**src/rtl/id_hazard_controller.sv**
```systemverilog
// Decode-stage hazard controller: shadows the destinations of the instructions in EX/MEM/WB,
// raises a stall on RAW hits against the ID sources, and flushes on a taken branch.
module id_hazard_controller #(
    parameter int FORWARD_EN = 0,
    parameter int CNT_WIDTH  = 16
) (
    input  logic                 clk,
    input  logic                 rst,
    input  logic                 id_valid,
    input  logic [3:0]           id_src1,
    input  logic [3:0]           id_src2,
    input  logic                 id_two_src,
    input  logic                 id_wb_en,
    input  logic                 id_mem_read,
    input  logic [3:0]           id_dst,
    input  logic                 branch_taken,
    output logic                 hazard_stall,
    output logic                 flush,
    output logic [CNT_WIDTH-1:0] stall_count
);
    localparam int SLOT_W   = 6;
    localparam int SLOT_EX  = 0;
    localparam int SLOT_MEM = 1;
    localparam int SLOT_WB  = 2;

    // slot layout: {valid, dst[3:0], is_load}
    logic [SLOT_W-1:0]    slot_q [3];
    logic [SLOT_W-1:0]    slot_d [3];
    logic [CNT_WIDTH-1:0] stall_count_q;
    logic [CNT_WIDTH-1:0] stall_count_d;
    logic                 ex_hit;
    logic                 mem_hit;
    logic                 raw_stall;

    function automatic logic slot_hit(input logic [SLOT_W-1:0] slot,
                                      input logic [3:0] src1,
                                      input logic [3:0] src2,
                                      input logic two_src);
        return slot[5] && ((slot[4:1] == src1) || (two_src && (slot[4:1] == src2)));
    endfunction

    always_comb begin
        ex_hit  = slot_hit(slot_q[SLOT_EX], id_src1, id_src2, id_two_src);
        mem_hit = slot_hit(slot_q[SLOT_MEM], id_src1, id_src2, id_two_src);
        if (FORWARD_EN != 0) begin
            raw_stall = id_valid && ex_hit && slot_q[SLOT_EX][0];
        end else begin
            raw_stall = id_valid && (ex_hit || mem_hit);
        end
        // A taken branch squashes the stalled instruction, so flush wins.
        flush        = branch_taken;
        hazard_stall = raw_stall && !branch_taken;
    end

    always_comb begin
        slot_d[SLOT_WB]  = slot_q[SLOT_MEM];
        slot_d[SLOT_MEM] = slot_q[SLOT_EX];
        slot_d[SLOT_EX]  = '0;
        if (id_valid && id_wb_en && !hazard_stall && !branch_taken) begin
            slot_d[SLOT_EX] = {1'b1, id_dst, id_mem_read};
        end
        stall_count_d = stall_count_q;
        if (hazard_stall && (stall_count_q != {CNT_WIDTH{1'b1}})) begin
            stall_count_d = stall_count_q + CNT_WIDTH'(1);
        end
    end

    always_ff @(posedge clk) begin
        if (rst) begin
            for (int i = 0; i < 3; i++) begin
                slot_q[i] <= '0;
            end
            stall_count_q <= '0;
        end else begin
            for (int i = 0; i < 3; i++) begin
                slot_q[i] <= slot_d[i];
            end
            stall_count_q <= stall_count_d;
        end
    end

    assign stall_count = stall_count_q;
endmodule
```
**config.mk**
```make
export PLATFORM = sky130hd
export DESIGN_NAME = id_hazard_controller
export DESIGN_NICKNAME = d
export VERILOG_FILES = /design/src/rtl/id_hazard_controller.sv
export SDC_FILE = /design/constraint.sdc
export NUM_CORES = 1
export LEC_CHECK = 0
export CORE_ASPECT_RATIO = 1.25
export CORE_MARGIN = 5
export CORE_UTILIZATION = 47
export DETAILED_ROUTE_END_ITERATION = 7
export PLACE_DENSITY = 0.78
export SKIP_CTS_REPAIR_TIMING = 1
export SYNTH_ARGS = -nofsm -noshare
export SYNTH_HDL_FRONTEND = slang
export SYNTH_SLANG_ARGS = --single-unit
```
**constraint.sdc**
```tcl
create_clock -name clk -period 2.8 [get_ports clk]
set_clock_uncertainty 0.2 [all_clocks]
set_input_delay 0.28 -clock clk [delete_from_list [all_inputs] [get_ports clk]]
set_output_delay 0.28 -clock clk [all_outputs]
set_load 0.005 [all_outputs]
```
==> qor.txt, run 1 <==
router iterations before antenna repair = 4
CP startpoint kind = primary input
Congestion Overflow GR = 0
fraction of layout cells with a size suffix above 1 = 7.98%
Net Sw Power = 0.000131 W
combinational group share of total power = 10.8%
HP Class = reg -> reg
crit share post-route = 94.7%
RSZ-0062 raised after global routing = false
Fill cells = 251
initial DRC count = 29
CP Max Fanout = 3
Num CTS Buffers = 3
Critical Path RT = 2.32 ns
Die ar. = 4050 um2
Final Setup Violations = 0
mapped cell area = 1350 um2
TNS Setup = 0 ns
routability cong. = 0.871
Clk Latency, worst-skew pair = 0.31 ns
crit path time final = 2.65 ns
DRC violations left = 0
clock sink count = 26
max_cap viols = 0
Wirelength per Cell = 13.9 um
drt total wl = 3080 um
Post-DP Area = 1720 um2
Initial Util = 49.4%
most frequent cells in the layout = clkdlybuf4s50_1 (35), dfxtp_1 (26), nor2_1 (14), xor2_1 (11), nor2b_1 (11)
VDD IR max = 0.238 mV
outcome = complete, no violations
Synth Net Count = 174
Core ar. = 2730 um2
row count = 21
vias in the first global route = 1206
Internal = 0.000457 W
post-layout util = 63.8%
PwrDens = 337 nW/um2
vias per cell = 5.55
proportion of power drawn by the clock network = 25.7%
PortBufs = 35
Synth Flop Type = dfxtp_1
Syn Area/Cell = 8.77 um2
initial antenna violation count = 0
fmax = 377 MHz
# diodes = 0
final hold violation count = 0
Post-synth EDFFs = 0
first-pass GRT wire length = 5100 um
Area Overhead vs Synth = 29.2%
Clock Tree Root = clkbuf_4
sequential power share = 63.6%
Worst EP arrival = 2.17 ns
CTS max path bufs = 2
synth unique cells = 34
htree depth = 1
most common cell after layout, fill and taps aside = clkdlybuf4s50_1
Post-Layout Inst Area = 1740 um2
#FFs+latches synth = 26
Leakage Power = 0.603 nW
post-synthesis async set-or-reset flop share = 0%
placed cell count = 219
dpl hpwl = 2370 um
slew margin rel. = 65.9%
Worst Tran Pin Value = 0.498 ns
fin nets = 210
Syn Inst Count = 154
Crit Path Class = in -> out
die width = 57.9 um
fin cells = 222
Power, Total = 0.000588 W
Slew Limit Fails = 0
ANT nets after route = 0
largest net degree at the start of global routing = 20
GRT Util Overall = 15.3%
Ports = 37
YS warnings = 0
Die Y-Extent = 69.9 um
Crit. End Element = output pin
switching portion of total power = 22.3%
CTS clk-pin slew, worst paths = 0.13 ns
via count = 1232
Seq/Total Area, Yosys = 38.6%
CTS tree = done
==> cells in the mapped netlist (2+ instances only) <==
cell	instances	area share, %
dfxtp_1	26	39
buf_2	2	0.74
a21oi_1	8	3.0
nor3b_1	2	1.1
nand2_1	8	2.2
buf_6	2	1.7
inv_1	2	0.56
and2_1	6	2.8
nor3_1	3	1.1
mux2_2	7	5.8
and3_1	2	0.93
xor2_1	11	7.1
o31ai_1	6	3.3
nor2b_1	11	5.1
or4_1	6	3.3
xnor2_1	6	3.9
o21ai_0	2	0.74
nand3_1	10	3.7
nor2_1	14	3.9
nor4_1	5	2.3
clkbuf_1	2	0.56
==> cell families (layout without fill, tap and decap cells) <==
kind of cell	count (synthesis)	count (layout)	share of synthesized area (%)
adders and majority gates	1	1	0.927
buffers and inverters	10	44	4.36
muxes	7	7	5.84
AOI/OAI and AO/OA	21	21	9.82
DFF	26	26	38.6
xor gates and xnor gates	17	17	11.0
and+or+nand+nor	72	72	29.5
==> worst paths after layout <==
path	startpoint	end	slack, ns	depth (start not counted)
setup / recovery	id_src1[2]	hazard_stall	0.15	7
hold / removal	slot_q[0][5]	slot_q[0][11]	0.30	1
setup reg to reg	slot_q[0][3]	stall_count[3]	0.49	8
hold reg to reg	slot_q[0][5]	slot_q[0][11]	0.30	1
==> worst max-delay path, cell delays in order <==
cell             delay (ns)
clkdlybuf4s50_1        0.46
xor2_1                 0.19
nor3_1                 0.25
a31oi_1                0.14
and2_1                 0.20
nor2_1                 0.14
clkdlybuf4s50_1        0.52
==> power groups by stage <==
stage,Clock [W],Sequential [W],Combinational (W)
2_1_floorplan,0,0.000382,0.0000270
3_3_place_gp,0,0.000382,0.0000605
3_5_place_dp,0,0.000382,0.0000630
4_1_cts,0.000154,0.000374,0.0000635
5_1_grt,0.000165,0.000375,0.0000677
6_report,0.000151,0.000374,0.0000633
==> state kept, by name, indices dropped and copies added, names as in the netlist <==
| name | cells |
|---|---|
| stall_count | 16 |
| slot_q | 10 |
==> layout make-up <==
| cell class | count | area (um2) | area share, % |
|---|---|---|---|
| timing repair buffer | 39 | 380 | 21.8 |
| inverter | 2 | 7.51 | 0.430 |
| tap | 34 | 42.5 | 2.44 |
| clock buffer | 3 | 22.5 | 1.29 |
| sequential | 26 | 520 | 29.8 |
| multi-input combinational | 118 | 771 | 44.2 |
==> stage by stage <==
step                hold slack (ns)  worst slack (ns)
floorplan                     0.202             0.640
global placement              0.273             0.135
detailed placement            0.287            0.0661
CTS                           0.303             0.144
global route                  0.313            0.0656
finish                        0.297             0.149
==> metal layers <==
metal  vias to the layer above  GRT usage, %  part of all wire, %
li1                        614             -                    -
met4                         0          3.87                 0.68
met2                        31          28.4                   53
met3                         4          2.95                  4.6
met5                         -             0                    0
met1                       583          17.3                   42
Note: power is estimated with default switching activity, not from simulation.
==> run 2: changes to the inputs <==
--- a/config.mk
+++ b/config.mk
@@ -9,7 +9,7 @@
 export CORE_MARGIN = 5
 export CORE_UTILIZATION = 47
 export DETAILED_ROUTE_END_ITERATION = 7
-export PLACE_DENSITY = 0.78
+export PLACE_DENSITY_LB_ADDON = 0.15
 export SKIP_CTS_REPAIR_TIMING = 1
 export SYNTH_ARGS = -nofsm -noshare
 export SYNTH_HDL_FRONTEND = slang
==> qor.txt, run 2 (synthesis gave the netlist of run 1 again) <==
outcome = complete, no violations (unchanged)
most common cell after layout, fill and taps aside = clkdlybuf4s50_1 (unchanged)
HP Class = reg -> reg (unchanged)
final hold violation count = 0 (unchanged)
vias in the first global route = 1214 (was 1206)
fmax = 377 MHz (about the same)
Crit. End Element = output pin (unchanged)
Worst Tran Pin Value = 0.502 ns (was 0.498 ns)
CTS max path bufs = 2 (unchanged)
reg-to-reg endpoint = stall_count[3] (unchanged)
pre-CTS setup slack = -0.0141 ns (was 0.0661 ns)
Reg2Reg Setup Slack = 0.48 ns (was 0.49 ns)
max_cap viols = 0 (unchanged)
CTS tree = done (unchanged)
fin nets = 210 (unchanged)
RSZ-0062 raised after global routing = false (unchanged)
DR top layer = met4 (unchanged)
dpl hpwl = 2370 um (about the same)
Congestion Overflow GR = 0 (unchanged)
GRT Util Overall = 16.2% (was 15.3%)
Final Setup Violations = 0 (unchanged)
Area Overhead vs Synth = 32.5% (was 29.2%)
Worst path most repeated cell = clkdlybuf4s50_1 (unchanged)
vias per cell = 5.39 (was 5.55)
PwrDens = 388 nW/um2 (was 337 nW/um2)
Leakage Power = 0.628 nW (was 0.603 nW)
TNS Setup = 0 ns (unchanged)
cell family with most CP delay = buffers and inverters (unchanged)
router iterations before antenna repair = 4 (unchanged)
Die ar. = 4050 um2 (unchanged)
post-layout util = 65.5% (was 63.8%)
clock sink count = 26 (unchanged)
Worst Hold End = slot_q[0][11] (unchanged)
VDD IR max = 0.328 mV (was 0.238 mV)
ANT nets after route = 0 (unchanged)
Initial Util = 49.4% (unchanged)
Num CTS Buffers = 3 (unchanged)
die width = 57.9 um (unchanged)
Clk Latency, worst-skew pair = 0.32 ns (was 0.31 ns)
Reg2Reg Depth = 8 (unchanged)
CP peak stage delay = 0.52 ns (about the same)
largest net degree at the start of global routing = 21 (was 20)
critical path's slowest cell = clkdlybuf4s50_1 (unchanged)
via count = 1203 (was 1232)
CP cell instances = clkdlybuf4s50_1 > xnor2_1 > nand3_1 > nor4_1 > a41oi_1 > and2_4 > nor2_1 > clkdlybuf4s50_1 (was clkdlybuf4s50_1 > xor2_1 > nor3_1 > a31oi_1 > and2_1 > nor2_1 > clkdlybuf4s50_1)
RR Startpoint = slot_q[0][3] (unchanged)
most frequent cells in the layout = clkdlybuf4s50_1 (35), dfxtp_1 (26), nor2_1 (14), xor2_1 (11), nor2b_1 (11) (unchanged)
metal3 WL = 101 um (was 142 um)
Power, Total = 0.000694 W (was 0.000588 W)
fraction of layout cells with a size suffix above 1 = 8.99% (was 7.98%)
Crit Path Class = in -> out (unchanged)
crit share post-route = 94.7% (about the same)
# diodes = 0 (unchanged)
Slew Limit Fails = 0 (unchanged)
row count = 21 (unchanged)
CTS clk-pin slew, worst paths = 0.14 ns (was 0.13 ns)
Wirelength per Cell = 14.0 um (was 13.9 um)
Clock Tree Root = clkbuf_4 (unchanged)
initial DRC count = 41 (was 29)
first-pass GRT wire length = 5390 um (was 5100 um)
WL met1 = 1340 um (was 1290 um)
Worst EP arrival = 2.17 ns (about the same)
slew margin rel. = 65.7% (was 65.9%)
CP Max Fanout = 6 (was 3)
initial antenna violation count = 0 (unchanged)
hold_sp = slot_q[0][5] (unchanged)
Core ar. = 2730 um2 (unchanged)
WP depth = 8 (was 7)
WP buf/inv = 2 (unchanged)
met2 routed WL = 1630 um (about the same)
routability cong. = 0.906 (was 0.871)
DRC violations left = 0 (unchanged)
drt total wl = 3120 um (was 3080 um)
crit path time final = 2.65 ns (about the same)
max FFs per register = 16 (unchanged)
Hold Path Depth = 1 (unchanged)
Ports = 37 (unchanged)
Critical Path RT = 2.32 ns (about the same)
Die Y-Extent = 69.9 um (unchanged)
Final WS setup = 0.147 ns (was 0.149 ns)
htree depth = 1 (unchanged)
PortBufs = 35 (unchanged)
CP startpoint kind = primary input (unchanged)
-- run 2: cell count changes in the layout (fill, tap and decap cells not counted) --
cell / before / now
bufinv_16: 0 / 1
buf_12: 0 / 1
and2_4: 0 / 1
and2_1: 6 / 5
buf_4: 4 / 3
-- run 2: worst max-delay path by stage --
stage	slack, ns	startpoint	to
2_1_floorplan	0.64	slot_q[0][2]	stall_count[3]
3_3_place_gp	0.06	id_src2[2]	stall_count[3]
3_5_place_dp	-0.01	id_src2[2]	stall_count[3]
4_1_cts	0.06	id_src2[2]	hazard_stall
5_1_grt	0.04	id_src2[2]	hazard_stall
6_report	0.15	id_src2[2]	hazard_stall
-- run 2: final cells by class --
cell class              count  area, um2
well taps                  34       42.5
repair buffers             39        393
multi-input cells         118        773
flip-flops and latches     26        520
clock inverters             1       30.0
fillers                   240        943
inverters                   2       7.51
clock buffers               3       22.5
-- run 2: report_power, final --
part,internal [W],total [W],switching [W]
Sequential,0.000372,0.000374,0.00000192
Clock,0.000145,0.000258,0.000113
Combinational,0.0000353,0.0000621,0.0000268
-- run 2: through the flow --
step,hold slack [ns],cell area [um2],instances
3_5_place_dp,0.277,1730,219
2_1_floorplan,0.202,1350,154
6_report,0.298,1790,223
3_3_place_gp,0.271,1730,219
5_1_grt,0.270,1790,223
4_1_cts,0.286,1790,223
-- run 2: routing by layer --
layer,track usage (%),vias to the layer above
met5,0,-
met4,6.44,0
met3,2.95,6
met2,28.8,27
met1,18.7,557
li1,-,613
-- run 2: worst register-to-register path, cell delays in order, from the launching register on --
cell	delay, ns
dfxtp_1	0.36
xnor2_1	0.18
nand3_1	0.10
nor4_1	0.20
a41oi_1	0.11
and2_4	0.20
buf_12	0.15
nor4b_1	0.36
mux2_2	0.37
